**config.mk**
```make
export PLATFORM = sky130hd
export DESIGN_NAME = serial_tx
export DESIGN_NICKNAME = d
export VERILOG_FILES = /design/src/rtl/serial_tx.sv
export SDC_FILE = /design/constraint.sdc
export NUM_CORES = 1
export LEC_CHECK = 0
export ABC_AREA = 0
export BUFFER_PORTS_ARGS = -buffer_cell sky130_fd_sc_hd__buf_4
export CAP_MARGIN = 5
export CORE_AREA = 2 2 208 210
export DETAILED_ROUTE_END_ITERATION = 8
export DIE_AREA = 0 0 210 212
export PLACE_DENSITY = 0.75
export SLEW_MARGIN = 15
export SYNTH_ARGS = -nofsm -noshare
export SYNTH_HDL_FRONTEND = slang
export SYNTH_SLANG_ARGS = --single-unit
```
**constraint.sdc**
```tcl
create_clock -name clk -period 10.15 [get_ports clk]
set_clock_uncertainty 0.2 [all_clocks]
set_input_delay 1.015 -clock clk [delete_from_list [all_inputs] [get_ports clk]]
set_output_delay 1.015 -clock clk [all_outputs]
set_load 0.02 [all_outputs]
```
**src/rtl/serial_tx.sv**
```systemverilog
// serial_tx: MSB-first serial transmitter timed against a shared free-running
// cnt timebase. Bit edges land on cnt == acceptance + n0 + k*n1 (mod 2^32),
// which matches the sampling points of the companion receiver.
// Optional even-parity bit after the data bits: define SERIAL_TX_PARITY_EN.
module serial_tx #(
    parameter bit P_Y_INIT    = 1'b0,
    parameter int P_NBITS_MAX = 256
) (
    input  logic                   clk,
    input  logic                   rst,
    input  logic                   start,
    input  logic [P_NBITS_MAX-1:0] data,
    input  logic [7:0]             nbits,
    input  logic [31:0]            n0,
    input  logic [31:0]            n1,
    input  logic [31:0]            cnt,
    output logic                   y,
    output logic                   busy,
    output logic                   done
);

`ifdef SERIAL_TX_PARITY_EN
    typedef enum logic [1:0] {IDLE, S0, S1, S2} state_t;
`else
    typedef enum logic [1:0] {IDLE, S0, S1} state_t;
`endif

    state_t                 state;
    logic [P_NBITS_MAX-1:0] data_l;
    logic [7:0]             nb_l;
    logic [31:0]            n1_l;
    logic [31:0]            t;
    logic [7:0]             idx;
`ifdef SERIAL_TX_PARITY_EN
    logic                   par;
`endif

    logic [31:0] i_n0;
    logic [31:0] i_n1;
    logic [7:0]  i_nb;
    logic [7:0]  nb_m1;
    logic [7:0]  idx_m1;
    logic        hit;

    // Zero-valued timing/length inputs are treated as 1; index helpers.
    always_comb begin
        i_n0   = (n0 == 32'd0) ? 32'd1 : n0;
        i_n1   = (n1 == 32'd0) ? 32'd1 : n1;
        i_nb   = (nbits == 8'd0) ? 8'd1 : nbits;
        nb_m1  = nb_l - 8'd1;
        idx_m1 = idx - 8'd1;
        hit    = (cnt == t);
    end

    // Frame sequencer: lead-in, data bits (and parity), return to idle level.
    always_ff @(posedge clk or posedge rst) begin
        if (rst) begin
            state  <= IDLE;
            y      <= P_Y_INIT;
            busy   <= 1'b0;
            done   <= 1'b0;
            idx    <= '0;
            t      <= '0;
            data_l <= '0;
            nb_l   <= 8'd1;
            n1_l   <= 32'd1;
`ifdef SERIAL_TX_PARITY_EN
            par    <= 1'b0;
`endif
        end else begin
            case (state)
                IDLE: begin
                    done <= 1'b0;
                    y    <= P_Y_INIT;
                    if (start) begin
                        data_l <= data;
                        nb_l   <= i_nb;
                        n1_l   <= i_n1;
                        t      <= cnt + i_n0;
                        busy   <= 1'b1;
                        state  <= S0;
                    end
                end
                S0: begin
                    y <= P_Y_INIT;
                    if (hit) begin
                        y     <= data_l[nb_m1];
                        idx   <= nb_m1;
                        t     <= t + n1_l;
                        state <= S1;
`ifdef SERIAL_TX_PARITY_EN
                        par   <= data_l[nb_m1];
`endif
                    end
                end
                S1: begin
                    if (hit) begin
                        if (idx != 8'd0) begin
                            y   <= data_l[idx_m1];
                            idx <= idx_m1;
                            t   <= t + n1_l;
`ifdef SERIAL_TX_PARITY_EN
                            par <= par ^ data_l[idx_m1];
`endif
                        end else begin
`ifdef SERIAL_TX_PARITY_EN
                            y     <= par;
                            t     <= t + n1_l;
                            state <= S2;
`else
                            y     <= P_Y_INIT;
                            busy  <= 1'b0;
                            done  <= 1'b1;
                            state <= IDLE;
`endif
                        end
                    end
                end
`ifdef SERIAL_TX_PARITY_EN
                S2: begin
                    if (hit) begin
                        y     <= P_Y_INIT;
                        busy  <= 1'b0;
                        done  <= 1'b1;
                        state <= IDLE;
                    end
                end
`endif
                default: begin
                    state <= IDLE;
                    y     <= P_Y_INIT;
                    busy  <= 1'b0;
                    done  <= 1'b0;
                end
            endcase
        end
    end

endmodule

```
==> reports/results.txt, run 1 <==
Worst path slowest cell - dfstp_4
DRC viols - 0
ys async rst share - 100%
Nets - 2,399
count of cell types in the netlist - 63
Skew-Pair Late Insertion Delay - 560 ps
Clock transition at path regs - 60 ps
CP Capture Type - flip-flop
Post-synth EDFFs - 0
DR WL/cell - 22.7 µm
starting density of the core - 49.1%
Max clock buf depth - 3
Hold WC Path Type - flip-flop to flip-flop
final wirelength - 57,800 µm
GRT overflow - 0
unrepaired setup endpoints after global routing - false
Setup Buffers After CTS - 0
critical path class - flip-flop to flip-flop
Mean Syn Cell Area - 12.6 µm²
Mapped Area - 20,900 µm²
Iteration-0 DRC Markers - 1,090
Total Power Consumption - 0.00815 W
HPWL Detailed - 42,900 µm
initial antenna violation count - 2
Top cell by count, worst path - mux4_2
Initial DRT Pass Iterations - 5
CTS Root Buffer Type - clkbuf_16
cells after synthesis - 1,655
fin crit share - 48.0%
Worst IR Drop VDD - 0.205 mV
Worst Setup Start Kind - flip-flop
fmax - 0.205 GHz
post-route setup TNS - 0 ps
Max Cap Violations - 0
status - completed
CP arrival - 5100 ps
Via Count - 15.3k
Min Hold Slack - 295 ps
measured slew at the worst slew-check pin - 1080 ps
Synth Register Bits - 341
synth warn - 0
Worst Path Max Fanout - 57
cts bufs inserted - 39
Layout area overhead - 21.6%
Slew HR - 28.2%
vias per cell - 6.03
die footprint - 44,500 µm²
GR Util All Layers - 26.3%
cell row count - 76
pwr/cell area - 321 nW/µm²
static leakage - 10.8 nW
CP Buf/Inv Count - 2
I/O Buffers - 365
largest net degree at the start of global routing - 153
CTS Hold Bufs - 0
share of cells above drive strength 1 - 46.3%
# setup viols final - 0
CP required - 10,370 ps
Net Count, Synth - 2,088
Final Max Slew Viols - 0
Routed Antenna Nets - 0
CP cell instances - inv_1, ha_4, buf_4, mux4_2, mux4_2, mux4_2, a2111oi_0, o311ai_1
CTS tree - built
first-pass GRT wire length - 89,600 µm
fin crit period - 4880 ps
CTS Sinks - 341
GP Congestion - 0.948
Most used DFF post-synth - dfrtp_1
die height - 212 µm
Seq/Total Area, Yosys - 40.9%
cts repair resizes - 0
# IOs - 366
Core Region - 42,500 µm²
vias in the first global route - 15.8k
chip width - 210 µm
Hold Violations, Final - 0
max incr delay on CP - 990 ps
H-tree depth - 2
cell family with most CP delay - multiplexers
[synth_stat cells, drive strengths merged, types with 27 or more instances]
library cell | number | share of area (%)
inv | 27 | 0.49
clkbuf | 84 | 1.5
mux2 | 304 | 16
nand2 | 85 | 1.5
buf | 29 | 0.74
dfrtp | 339 | 41
xnor2 | 71 | 3.0
ha | 68 | 4.1
nor2 | 58 | 1.0
o21ai | 84 | 2.0
nor3 | 28 | 0.73
mux4 | 158 | 17
a21oi | 65 | 1.6
[registers in the layout, summed over array words and instances, names as in the netlist]
register / cells
data_l: 256
nb_l: 8
busy: 1
idx: 8
y: 1
t: 32
state: 2
n1_l: 32
done: 1
[placed cells by master, fill, tap and decap left out, drive strengths merged, types with 3 or more instances in the layout]
| cell | Yosys | final |
|---|---|---|
| buf | 29 | 383 |
| dfrtp | 339 | 339 |
| mux2 | 304 | 304 |
| mux4 | 158 | 158 |
| nand2 | 85 | 85 |
| o21ai | 84 | 84 |
| xnor2 | 71 | 71 |
| ha | 68 | 68 |
| a21oi | 65 | 65 |
| nor2 | 58 | 58 |
| clkbuf | 84 | 54 |
| nor3 | 28 | 28 |
| inv | 27 | 28 |
| xor2 | 25 | 25 |
| nor4 | 23 | 23 |
| a21o | 22 | 22 |
| a31oi | 19 | 19 |
| nand4 | 16 | 16 |
| nand3 | 15 | 15 |
| a211oi | 14 | 14 |
| nand2b | 13 | 13 |
| mux2i | 12 | 12 |
| and3 | 10 | 10 |
| o21a | 10 | 10 |
| or3 | 9 | 9 |
| clkinv | 0 | 8 |
| nor2b | 7 | 7 |
| o211ai | 7 | 7 |
| nand3b | 4 | 4 |
| o2111ai | 4 | 4 |
| bufinv | 0 | 4 |
| diode | 0 | 3 |
| and2 | 3 | 3 |
| a2111oi | 3 | 3 |
| a211o | 3 | 3 |
| a221oi | 3 | 3 |
[report_power, final]
part / switching [W] / total [W] / internal, W
Combinational: 0.00183 / 0.00407 / 0.00224
Sequential: 0.000588 / 0.00263 / 0.00205
Clock: 0.000573 / 0.00144 / 0.000869
Total: 0.00300 / 0.00815 / 0.00515
[final cells by class]
type	count	area [µm²]
Fill cell	3344	17100
Multi-Input combinational cell	1174	11900
Sequential cell	341	8540
Timing Repair Buffer	383	2890
Clock buffer	54	1110
Tap cell	546	683
Clock inverter	14	189
Inverter	27	105
Antenna cell	3	7.51
[worst paths after layout]
| check | start | endpoint | slack, ps | cells past startpoint |
|---|---|---|---|---|
| setup / recovery | nb_l[0]$_DFFE_PP1P_ | y$_DFFE_PP0P_ | 5270 | 8 |
| hold / removal | done$_DFFE_PP0P_ | done$_DFFE_PP0P_ | 290 | 2 |
| max in group asynchronous | rst | n1_l[25]$_DFFE_PP0P_ | 7180 | 4 |
| min in group asynchronous | rst | t[1]$_DFFE_PP0P_ | 390 | 2 |
| hold reg to reg | done$_DFFE_PP0P_ | done$_DFFE_PP0P_ | 290 | 2 |
| setup reg to reg | nb_l[0]$_DFFE_PP1P_ | y$_DFFE_PP0P_ | 5270 | 8 |
[routing by layer]
metal  vias up  part of all wire [%]  track usage [%]
met5         -                     0                0
met4         0                   2.9             9.29
met3        97                   6.7             4.30
met2       585                    50             44.2
met1      7720                    41             34.8
li1       6914                     -                -
[kinds of logic after synthesis]
family / synth area share [%]
AOI/OAI and AO/OA: 7.54
xor gates and xnor gates: 4.06
adders and majority gates: 4.27
buffers and inverters: 2.73
DFF: 40.9
muxes: 34.0
and+or+nand+nor: 6.49
[worst min-delay path: cells and delay by family, from the launching register on]
family        cells  cell delay [ps]
flops             1              340
simple gates      2              120
[stage by stage]
step                      worst slack [ps]  instances  cell area [µm²]  util [%]
after floorplan                       4380       1655            20900         -
after global placement                5220       2471            24100      56.6
after detailed placement              5180       2471            24100      56.6
after CTS                             5270       2539            25400      59.7
after global routing                  5110       2541            25400      59.7
final                                 5270       2542            25400      59.7
Power figures use the tool's default switching activity.
==> run 2: changes to the inputs <==
--- a/config.mk
+++ b/config.mk
@@ -11,7 +11,7 @@
 export CORE_AREA = 2 2 208 210
 export DETAILED_ROUTE_END_ITERATION = 8
 export DIE_AREA = 0 0 210 212
-export PLACE_DENSITY = 0.75
+export PLACE_DENSITY = 0.72
 export SLEW_MARGIN = 15
 export SYNTH_ARGS = -nofsm -noshare
 export SYNTH_HDL_FRONTEND = slang
==> constraint.sdc (replaced) <==
create_clock -name clk -period 4.69 [get_ports clk]
set_clock_uncertainty 0.2 [all_clocks]
set_input_delay 0.469 -clock clk [delete_from_list [all_inputs] [get_ports clk]]
set_output_delay 0.469 -clock clk [all_outputs]
set_load 0.02 [all_outputs]
==> reports/results.txt, run 2 (same netlist as run 1, synthesis figures left out) <==
fmax - 0.262 GHz (+28%)
Routed Antenna Nets - 0 (unchanged)
CTS tree - built
Sw Share - 37.6% (+0.84 points)
CTS Hold Bufs - 295 (+295)
max incr delay on CP - 630 ps (-360 ps)
Initial DRT Pass Iterations - 5 (unchanged)
Place WS - 622 ps (-4560 ps)
fin crit share - 81.3% (+33 points)
die footprint - 44,500 µm² (unchanged)
Top reg by flops - data_l
starting density of the core - 49.1% (unchanged)
CP required - 4890 ps (-5480 ps)
vias per cell - 5.98 (-0.83%)
status - completed
# setup viols final - 0 (unchanged)
Worst IR Drop VDD - 0.422 mV (+110%)
Core Region - 42,500 µm² (unchanged)
CP arrival - 4010 ps (-1090 ps)
Clock transition at path regs - 60 ps (about the same)
Hold Violations, Final - 0 (unchanged)
Iteration-0 DRC Markers - 1,274 (+17%)
final instance area - 28,400 µm² (+12%)
GP Congestion - 0.946 (-0.17%)
GRT overflow - 0 (unchanged)
DR WL/cell - 23.3 µm (+2.3%)
clock share of power - 16.3% (-1.4 points)
# IOs - 366 (unchanged)
Max clock buf depth - 3 (unchanged)
Layout area overhead - 35.9%
commonest non-fill, non-tap cells in the layout - 388 x buf_4, 338 x dfrtp_1, 304 x mux2_2
first-pass GRT wire length - 102,000 µm (+14%)
DP Area - 24,200 µm² (+0.60%)
DRC viols - 0 (unchanged)
cell row count - 76 (unchanged)
Net Switching - 0.00673 W (+120%)
CTS Sinks - 341 (unchanged)
CTS Root Buffer Type - clkbuf_16
Setup Buffers After CTS - 0 (unchanged)
CP cell instances - inv_1, ha_4, buf_4, mux4_2, mux4_2, mux2i_1, nor3_1, nor3_1, o311ai_1
Regs by FF count - data_l (256), n1_l (32), t (32)
Worst Setup Start Kind - flip-flop
Worst path slowest cell - dfstp_4
I/O Buffers - 365 (unchanged)
fin crit period - 3820 ps (-1060 ps)
Sequential Power Share - 31.9% (-0.4 points)
pwr/cell area - 630 nW/µm² (+96%)
commonest non-fill, non-tap cell in the layout - buf_4
Int Power - 0.0112 W (+120%)
die height - 212 µm (unchanged)
critical path class - flip-flop to flip-flop
largest net degree at the start of global routing - 180 (+18%)
GR Util All Layers - 29.8% (+3.5 points)
measured slew at the worst slew-check pin - 1110 ps (+35.4 ps)
cts repair resizes - 0 (unchanged)
static leakage - 12.0 nW (+12%)
unrepaired setup endpoints after global routing - false
Hold WC Path Type - input port to flip-flop
H-tree depth - 2 (unchanged)
final wirelength - 66,300 µm (+15%)
Nets - 2,703 (+13%)
initial antenna violation count - 12 (+10)
Max Cap Violations - 0 (unchanged)
Slew HR - 25.8% (-2.4 points)
Via Count - 17.0k (+11%)
Skew-Pair Late Insertion Delay - 540 ps (-20 ps)
cts bufs inserted - 37 (-5.1%)
max reg flops - 256 (unchanged)
Setup WS post-layout - 875 ps (-4400 ps)
vias in the first global route - 18.0k (+14%)
Comb pwr share - 51.9% (+1.9 points)
HPWL Detailed - 43,600 µm (+1.6%)
CP Capture Type - flip-flop
share of cells above drive strength 1 - 40.5% (-5.8 points)
Worst Path Max Fanout - 28 (-51%)
chip width - 210 µm (unchanged)
Final Max Slew Viols - 0 (unchanged)
[run 2: layout make-up]
cell class,count,area [µm²]
inverters,27,105
clock inverters,5,31.3
repair buffers,689,5990
well taps,546,683
clock buffers,57,1150
fillers,2899,14100
flip-flops and latches,341,8540
multi-input cells,1174,11900
diodes,9,22.5
[run 2: per-layer routing]
| metal | track usage [%] | vias up | routed length (µm) |
|---|---|---|---|
| li1 | - | 7537 | - |
| met1 | 37.4 | 8524 | 25600 |
| met2 | 51.6 | 769 | 33400 |
| met3 | 5.17 | 179 | 4530 |
| met4 | 11.8 | 8 | 2680 |
| met5 | 0 | - | 49 |
[run 2: per-stage QoR]
step	utilization [%]	power [W]	std cells	setup TNS [ps]	hold WS, ps
floorplan	-	0.0121	1655	-182350	260
global placement	57.0	0.0142	2482	0	282
detailed placement	57.0	0.0145	2482	0	288
CTS	66.7	0.0176	2839	0	10.0
global route	66.8	0.0189	2847	0	9.66
finish	66.8	0.0179	2848	0	26.5
[run 2: final timing paths]
check | end | slack, ps | cells after the start | start
min in group asynchronous | data_l[254]$_DFFE_PP0P_ | 280 | 3 | rst
max in group asynchronous | data_l[108]$_DFFE_PP0P_ | 2650 | 4 | rst
setup / recovery | y$_DFFE_PP0P_ | 870 | 9 | nb_l[0]$_DFFE_PP1P_
setup reg to reg | y$_DFFE_PP0P_ | 870 | 9 | nb_l[0]$_DFFE_PP1P_
hold reg to reg | n1_l[0]$_DFFE_PP1P_ | 300 | 2 | n1_l[0]$_DFFE_PP1P_
hold / removal | data_l[231]$_DFFE_PP0P_ | 30 | 2 | data[231]
[run 2: power groups by stage]
stage | combinational [W] | clock, W | sequential (W)
global route | 0.00999 | 0.00306 | 0.00586
floorplan | 0.00691 | 0 | 0.00516
global placement | 0.00867 | 0 | 0.00551
detailed placement | 0.00886 | 0 | 0.00563
CTS | 0.00912 | 0.00294 | 0.00559
finish | 0.00928 | 0.00291 | 0.00570
[run 2: worst max-delay path, delay by kind of cell, from the launching register on]
family	cells	cell delay, ps
AOI/OAI and AO/OA	1	150
adders and majority gates	1	570
buffers and inverters	2	520
DFF	1	630
muxes	3	1200
and+or+nand+nor	2	380
